<file path="config.mk">
export PLATFORM = sky130hd
export DESIGN_NAME = vga_timing_gen
export DESIGN_NICKNAME = d
export VERILOG_FILES = /design/src/rtl/vga_pkg.sv /design/src/rtl/sync_axis_cnt.sv /design/src/rtl/vga_timing_gen.sv
export SDC_FILE = /design/constraint.sdc
export NUM_CORES = 1
export LEC_CHECK = 0
export ABC_CLOCK_PERIOD_IN_PS = 2900
export CAP_MARGIN = 10
export CORE_ASPECT_RATIO = 1.2
export CORE_UTILIZATION = 35
export DETAILED_ROUTE_END_ITERATION = 8
export MAX_ROUTING_LAYER = met4
export RECOVER_POWER = 50
export SETUP_SLACK_MARGIN = 0.15
export SLEW_MARGIN = 20
export SYNTH_ARGS = -nofsm -noshare
export SYNTH_HDL_FRONTEND = slang
export SYNTH_HIERARCHICAL = 1
export SYNTH_SLANG_ARGS = --single-unit
</file>
<file path="constraint.sdc">
create_clock -name vga_clk -period 2.9 [get_ports vga_clk]
set_clock_uncertainty 0.2 [all_clocks]
set_input_delay 0.87 -clock vga_clk [delete_from_list [all_inputs] [get_ports vga_clk]]
set_output_delay 0.87 -clock vga_clk [all_outputs]
set_load 0.02 [all_outputs]
</file>
<file path="src/rtl/vga_pkg.sv">
// Shared VGA raster constants: default 640x480@60 timing,
// derived totals and coordinate widths.
package vga_pkg;

  function automatic int axis_total(
    input int vis,
    input int fp,
    input int sy,
    input int bp
  );
    return vis + fp + sy + bp;
  endfunction

  localparam int DEF_H_VISIBLE = 640;
  localparam int DEF_H_FP      = 16;
  localparam int DEF_H_SYNC    = 96;
  localparam int DEF_H_BP      = 48;

  localparam int DEF_V_VISIBLE = 480;
  localparam int DEF_V_FP      = 10;
  localparam int DEF_V_SYNC    = 2;
  localparam int DEF_V_BP      = 33;

  localparam int H_TOTAL = axis_total(
    DEF_H_VISIBLE, DEF_H_FP, DEF_H_SYNC, DEF_H_BP);
  localparam int V_TOTAL = axis_total(
    DEF_V_VISIBLE, DEF_V_FP, DEF_V_SYNC, DEF_V_BP);

  localparam int AXIS_W = 10;
  localparam int COL_W  = 10;
  localparam int ROW_W  = 9;
  localparam int CNT_W  = 8;

endpackage

</file>
<file path="src/rtl/sync_axis_cnt.sv">
// One raster axis: wrap counter with step enable plus
// visible / sync-window decode of the current count.
module sync_axis_cnt
  import vga_pkg::*;
#(
  parameter int VISIBLE = DEF_H_VISIBLE,
  parameter int FP      = DEF_H_FP,
  parameter int SYNC    = DEF_H_SYNC,
  parameter int BP      = DEF_H_BP,
  parameter int W       = AXIS_W
) (
  input  logic         clk_i,
  input  logic         rst_i,
  input  logic         step_i,
  output logic [W-1:0] count_o,
  output logic         wrap_o,
  output logic         visible_o,
  output logic         sync_active_o
);

  localparam int TOTAL = axis_total(VISIBLE, FP, SYNC, BP);

  localparam logic [W-1:0] LAST    = W'(TOTAL - 1);
  localparam logic [W-1:0] VIS_END = W'(VISIBLE);
  localparam logic [W-1:0] SYN_LO  = W'(VISIBLE + FP);
  localparam logic [W-1:0] SYN_HI  = W'(VISIBLE + FP + SYNC);

  logic [W-1:0] count_q;
  logic [W-1:0] count_d;

  assign wrap_o = step_i && (count_q == LAST);

  always_comb begin
    count_d = count_q;
    if (step_i) begin
      count_d = wrap_o ? '0 : count_q + 1'b1;
    end
  end

  always_ff @(posedge clk_i or posedge rst_i) begin
    if (rst_i) begin
      count_q <= '0;
    end else begin
      count_q <= count_d;
    end
  end

  assign count_o       = count_q;
  assign visible_o     = count_q < VIS_END;
  assign sync_active_o = (count_q >= SYN_LO)
                      && (count_q < SYN_HI);

endmodule

</file>
<file path="src/rtl/vga_timing_gen.sv">
// VGA raster timing: chained h/v axis counters, frame counter
// and a single registered output stage (1-cycle latency).
module vga_timing_gen
  import vga_pkg::*;
#(
  parameter int H_VISIBLE       = DEF_H_VISIBLE,
  parameter int H_FP            = DEF_H_FP,
  parameter int H_SYNC          = DEF_H_SYNC,
  parameter int H_BP            = DEF_H_BP,
  parameter int V_VISIBLE       = DEF_V_VISIBLE,
  parameter int V_FP            = DEF_V_FP,
  parameter int V_SYNC          = DEF_V_SYNC,
  parameter int V_BP            = DEF_V_BP,
  parameter bit SYNC_ACTIVE_LOW = 1'b1
) (
  input  logic             vga_clk,
  input  logic             reset,
  output logic [COL_W-1:0] col_c,
  output logic [ROW_W-1:0] row_c,
  output logic [CNT_W-1:0] cnt_c,
  output logic             hSync,
  output logic             vSync,
  output logic             de,
  output logic             frame_start,
  output logic             line_start
);

  logic [AXIS_W-1:0] hcnt;
  logic [AXIS_W-1:0] vcnt;
  logic              h_wrap;
  logic              v_wrap;
  logic              h_vis;
  logic              v_vis;
  logic              h_act;
  logic              v_act;

  sync_axis_cnt #(
    .VISIBLE (H_VISIBLE),
    .FP      (H_FP),
    .SYNC    (H_SYNC),
    .BP      (H_BP),
    .W       (AXIS_W)
  ) u_h (
    .clk_i         (vga_clk),
    .rst_i         (reset),
    .step_i        (1'b1),
    .count_o       (hcnt),
    .wrap_o        (h_wrap),
    .visible_o     (h_vis),
    .sync_active_o (h_act)
  );

  sync_axis_cnt #(
    .VISIBLE (V_VISIBLE),
    .FP      (V_FP),
    .SYNC    (V_SYNC),
    .BP      (V_BP),
    .W       (AXIS_W)
  ) u_v (
    .clk_i         (vga_clk),
    .rst_i         (reset),
    .step_i        (h_wrap),
    .count_o       (vcnt),
    .wrap_o        (v_wrap),
    .visible_o     (v_vis),
    .sync_active_o (v_act)
  );

  logic [CNT_W-1:0] fcnt_q, fcnt_d;
  logic [COL_W-1:0] col_q, col_d;
  logic [ROW_W-1:0] row_q, row_d;
  logic [CNT_W-1:0] cnt_q;
  logic             hs_q, hs_d;
  logic             vs_q, vs_d;
  logic             de_q, de_d;
  logic             fs_q, fs_d;
  logic             ls_q, ls_d;

  assign fcnt_d = v_wrap ? fcnt_q + 1'b1 : fcnt_q;

  // blanking coordinates are forced to zero
  always_comb begin
    de_d = h_vis && v_vis;
    col_d = de_d ? hcnt : '0;
    row_d = de_d ? vcnt[ROW_W-1:0] : '0;
    hs_d = h_act ^ SYNC_ACTIVE_LOW;
    vs_d = v_act ^ SYNC_ACTIVE_LOW;
    ls_d = (hcnt == '0);
    fs_d = ls_d && (vcnt == '0);
  end

  always_ff @(posedge vga_clk or posedge reset) begin
    if (reset) begin
      fcnt_q <= '0;
      col_q  <= '0;
      row_q  <= '0;
      cnt_q  <= '0;
      hs_q   <= SYNC_ACTIVE_LOW;
      vs_q   <= SYNC_ACTIVE_LOW;
      de_q   <= 1'b0;
      fs_q   <= 1'b0;
      ls_q   <= 1'b0;
    end else begin
      fcnt_q <= fcnt_d;
      col_q  <= col_d;
      row_q  <= row_d;
      cnt_q  <= fcnt_q;
      hs_q   <= hs_d;
      vs_q   <= vs_d;
      de_q   <= de_d;
      fs_q   <= fs_d;
      ls_q   <= ls_d;
    end
  end

  assign col_c       = col_q;
  assign row_c       = row_q;
  assign cnt_c       = cnt_q;
  assign hSync       = hs_q;
  assign vSync       = vs_q;
  assign de          = de_q;
  assign frame_start = fs_q;
  assign line_start  = ls_q;

endmodule

</file>
# --- Word-level counts from Yosys, hierarchy flattened ---
# Index checks and enable logic that the tools add are counted.
# Widths: inputs -> output; s select.
word_totals:
  register_bits: 60
  in_bits: 2
  out_inout_bits: 32
  elab_cells: 35
classes:
  n_addsub: 3
  n_lt_le_gt_ge: 6
  eq_ne: 2
  n_mux: 4
  bitwise_logic: 2
  n_reduce_logical: 7
ops:
  columns: ["operator", "count"]
  rows:
  - ["$mux 10", 3]
  - ["$add 10x1->10 const B", 2]
  - ["$eq 10x10->1 const B", 2]
  - ["$logic_not 10->1", 2]
  - ["$lt 10x10->1 const B", 2]
  - ["$lt 10x9->1 const B", 2]
  - ["$ge 10x10->1 const B", 1]
  - ["$ge 10x9->1 const B", 1]
  - ["$mux 9", 1]
  - ["$add 8x1->8 const B", 1]
  - ["$logic_and 1x1->1", 5]
  - ["$not 1->1", 2]

# --- Depth between registers and ports, before layout ---
# Gate-level depths: netlist of the first run.
depth:
  depth_word: 3
  depth_mapped: 9
  depth_no_buf: 8

# --- By module ---
# The synthesis of the first run kept the hierarchy.
modules_own_cells:
  columns: ["module", "n_inst", "cells_each", "area_each_um2", "seq_area_each_um2"]
  rows:
  - ["vga_timing_gen", 1, 93, 1350.0, 1003.5]
  - ["sync_axis_cnt at u_h", 1, 61, 604.3, 250.2]
  - ["sync_axis_cnt at u_v", 1, 61, 569.3, 250.2]

# --- Worst setup path after synthesis of the first run ---
# Ideal clock, no wire load.
synth_path:
  kind: "reg2reg"
  startpoint: "reg u_h.count_q[0], in the netlist u_h/count_o[0]"
  endpoint: "reg fcnt_q[7]"
  setup_ns: 0.079
  arrival_time_ns: 2.197
  t_required_ns: 2.621
  path_slack_ns: 0.424
  path_stages_with_launch: 10
  n_path_buf: 1
  period_less_slack_ns: 2.476
  path_cell_list: "dfrtp_1 -> ha_1 -> nand4_1 -> nor3_4 -> buf_4 -> nand3_1 -> nor2_4 -> nand4_1 -> nor3_1 -> xor2_1"
synth_via:
  elab_chain_cells: 2
synth_lines:
  columns: ["element", "line_no", "source"]
  rows:
  - ["start, declared", "sync_axis_cnt.sv:28", "logic [W-1:0] count_q;"]
  - ["start signal, assigned", "sync_axis_cnt.sv:44", "count_q <= count_d;"]
  - ["$eq 10x10->1", "sync_axis_cnt.sv:31", "assign wrap_o = step_i && (count_q == LAST);"]
  - ["named net h_wrap", "vga_timing_gen.sv:30", "logic h_wrap;"]
  - ["$logic_and 1x1->1", "sync_axis_cnt.sv:31", null]
  - ["named net v_wrap", "vga_timing_gen.sv:31", "logic v_wrap;"]
  - ["end signal, assigned", "vga_timing_gen.sv:104", "fcnt_q <= fcnt_d;"]
  - ["end, declared", "vga_timing_gen.sv:69", "logic [CNT_W-1:0] fcnt_q, fcnt_d;"]
# The timed path passes the listed nets, and every way through them passes these cells.
# A chain may end at the register's enable or synchronous reset.

# --- Worst setup path after layout of the first run ---
layout_path:
  startpoint: "reg hs_q, in the netlist hSync"
  endpoint: "out hSync"
layout_rtl:
  columns: ["element", "line_no", "source"]
  rows:
  - ["start, declared", "vga_timing_gen.sv:73", "logic hs_q, hs_d;"]
  - ["start signal, assigned", "vga_timing_gen.sv:108", "hs_q <= hs_d;"]
  - ["end, declared", "vga_timing_gen.sv:21", "output logic hSync,"]
# No word-level cell between the ends.

==> results of run 1 <==
power groups by stage:
stage | Sequential [uW] | Combinational (uW) | Clock (uW)
2_1_floorplan | 1110 | 202 | 0
3_3_place_gp | 1070 | 406 | 0
3_5_place_dp | 1080 | 405 | 0
4_1_cts | 1060 | 407 | 848
5_1_grt | 1070 | 446 | 895
6_report | 1060 | 403 | 825
layout by cell type (no fill, tap or decap), drive strengths merged, types with 3 or more instances in the layout:
cell | Yosys | layout
a21oi | 3 | 3
and3 | 24 | 24
and4 | 3 | 3
clkbuf | 4 | 12
clkdlybuf4s50 | 0 | 32
clkinv | 0 | 4
dfrtp | 58 | 58
ha | 5 | 5
inv | 13 | 13
nand2 | 20 | 20
nand3 | 4 | 4
nand4 | 6 | 6
nor2 | 11 | 11
nor3 | 7 | 7
nor4 | 5 | 5
o21ai | 5 | 5
or4 | 4 | 4
xnor2 | 6 | 6
xor2 | 10 | 10
cells in the mapped netlist, drive strengths merged:
cell	instances
buf	2
and2	1
a41oi	1
nand4	6
a31oi	1
nor3	7
conb	1
dfstp	2
clkbuf	4
o21ai	5
o31ai	2
nor2b	1
nor2	11
mux2i	1
dfrtp	58
nand3b	1
o211ai	1
xor2	10
inv	13
or3	2
o311ai	1
a21boi	1
ha	5
nand4b	1
nand3	4
and3	24
xnor2	6
nor4	5
a211oi	1
a21oi	3
nor4b	1
nand2b	2
o22ai	2
nand2	20
or2	1
mux2	1
and4	3
or4	4
cell families after synthesis:
kind of cell | Yosys count | share of synthesized area [%]
buffers and inverters | 19 | 3.12
adder cells (fa/ha/maj) | 5 | 2.48
AND/OR/NAND/NOR | 94 | 23.6
other | 1 | 0.149
XOR/XNOR | 16 | 5.55
flip-flops | 60 | 59.6
AO/OA/AOI/OAI | 18 | 4.66
multiplexers | 2 | 0.843
worst register-to-register path, cell delays in order, from the launching register on:
cell,delay [ns]
dfrtp_1,0.45
ha_1,0.24
nand4_1,0.20
nor3_4,0.24
nand3_1,0.16
nor2_4,0.26
nand4_1,0.20
nor3_1,0.25
xor2_1,0.17
per-stage QoR:
step           util [%]  worst slack, ns  power (uW)
3_3_place_gp       43.0            0.472        1480
5_1_grt            45.8            0.287        2420
4_1_cts            46.2            0.368        2320
3_5_place_dp       43.0            0.391        1480
2_1_floorplan         -            0.424        1310
6_report           45.8            0.390        2280
layer usage:
metal	vias up	share of wire (%)	wire length (um)	global-route usage [%]
li1	835	-	-	-
met1	843	47	2250	18.9
met5	-	0	0	-
met3	7	3.9	186	4.31
met2	47	48	2300	21.9
met4	0	1.8	89	6.82
final timing paths:
| check | cells after the start | from | to |
|---|---|---|---|
| min reg2reg | 0 | fcnt_q[7]$_DFFE_PP0P_ | cnt_c[7]$_DFF_PP0_ |
| max reg2reg | 8 | u_h/count_o[0]$_DFFE_PP0P_ | fcnt_q[7]$_DFFE_PP0P_ |
| max in group asynchronous | 3 | reset | col_c[0]$_DFF_PP0_ |
| min | 0 | fcnt_q[7]$_DFFE_PP0P_ | cnt_c[7]$_DFF_PP0_ |
| min in group asynchronous | 2 | reset | u_v/count_o[5]$_DFFE_PP0P_ |
| max | 1 | hSync$_DFF_PP1_ | hSync |
flip-flops by register name, indices dropped and copies added, names as in the netlist:
name         count
fcnt_q           8
u_h/count_o     10
hSync            1
de               1
u_v/count_o     10
frame_start      1
vSync            1
cnt_c            8
col_c           10
row_c            9
line_start       1
layout make-up:
class,count,area (um^2)
clock inverters,6,87.6
inverters,13,48.8
well taps,87,109
fillers,625,3740
clock buffers,10,138
repair buffers,37,354
flip-flops and latches,60,1500
multi-input cells,136,918
==> flow_metrics.env, run 1 <==
export IMPL_critPathLaunchType="flop"
export IMPL_synth_top_cell_area_share_pct=57.5
export IMPL_overflow=0
export IMPL_cts_buffers=9
export IMPL_cp_num_buf_inv=1
export IMPL_tritoncts="yes"
export IMPL_viasPerCell=4.96
export IMPL_path_delay_family="buffers and inverters"
export IMPL_crit_arrival_ns=1.44
export IMPL_p_leak_uw=0.00148
export IMPL_ys_seq_area_share_pct=59.6
export IMPL_wl_per_cell_um=13.8
export IMPL_final_cells=349
export IMPL_hold_path_class="reg -> reg"
export IMPL_path_class="reg -> out"
export IMPL_worst_pin_slew_ns=0.954
export IMPL_drv_slew=0
export IMPL_outcome="finished, final reports clean"
export IMPL_synth_avg_cell_area_um2=11.7
export IMPL_max_freq_mhz=398
export IMPL_start_util_pct=36.6
export IMPL_p_seq_share_pct=46.2
export IMPL_cp_end_kind="output pin"
export IMPL_hpwl_um=3400
export IMPL_cts_max_level=3
export IMPL_required_ns=1.83
export IMPL_setup_tns_ns=0
export IMPL_place_inst=333
export IMPL_ys_top_cells_by_area="dfrtp_1, and3_1, xor2_1"
export IMPL_hold_slack_ns=0.228
export IMPL_totalWireLength_um=4820
export IMPL_rsz0062_at_grt="false"
export IMPL_critPathMaxFanout=1
export IMPL_vias=1732
export IMPL_gp_congestion=0.826
export IMPL_portBuffers=33
export IMPL_cp_slowest_cell="clkdlybuf4s50_1"
export IMPL_ctsLongestPathBuffers=2
export IMPL_core_um2=6900
export IMPL_yosys_warnings=6
export IMPL_regToRegSetupSlack_ns=0.47
export IMPL_fin_area_um2=3160
export IMPL_switching_share_pct=28.5
export IMPL_antenna_found_initial=0
export IMPL_antenna_cells=0
export IMPL_yosys_area_top_type="dfrtp_1"
export IMPL_cap_violations=0
export IMPL_max_slew_margin_pct=36.4
export IMPL_rows=33
export IMPL_clock_sinks=60
export IMPL_power_switching_uw=650
export IMPL_ys_ff_latch=60
export IMPL_clock_latency_ns=0.33
export IMPL_drt_initial_drc_count=68
export IMPL_clk_pin_slew_worst_paths_ns=0.07
export IMPL_drt_first_pass_iters=4
export IMPL_drcViolationCount=0
export IMPL_fin_crit_ns=2.51
export IMPL_syn2layout_area_growth_pct=25.2
export IMPL_die_area_um2=7560
export IMPL_vdd_ir_drop_max_uv=462
export IMPL_die_x_um=79.5
export IMPL_finalSetupViolations=0
export IMPL_powerDensity_nw_per_um2=723
export IMPL_worstPathCellList="clkdlybuf4s50_1"
export IMPL_ant_nets=0
export IMPL_fin_nets=264
export IMPL_placed_area_um2=2960
export IMPL_grt_max_degree=41
export IMPL_hold_buffers=0
export IMPL_critPathMaxStageDelay_ns=0.60
export IMPL_period_share_pct=86.6
export IMPL_grt_usage_pct=14.9
export IMPL_netlist_instances=215
export IMPL_die_h_um=95.0
export IMPL_grt_first_pass_wirelength_um=8030
export IMPL_p_comb_share_pct=17.6
export IMPL_cts_setup_buffers=0
export IMPL_synth_nets=222
export IMPL_ios=34
export IMPL_drive_above_1_share_pct=14.1
export IMPL_first_global_vias=1644
export IMPL_synth_distinct_cells=50
export IMPL_hold_viol_final=0
export IMPL_syn_area_um2=2520
export IMPL_cts_resized=0
export IMPL_p_int_uw=1630
export IMPL_clock_power_share_pct=36.1
export IMPL_cts_root_buf="clkbuf_8"
No activity file was read; power rests on OpenSTA's default activity.
==> run 2, diff against run 1 <==
- TNS_END_PERCENT: not set -> 50
==> results of run 2 <==
The final DEF is identical to that of run 1; final timing and power are the same.
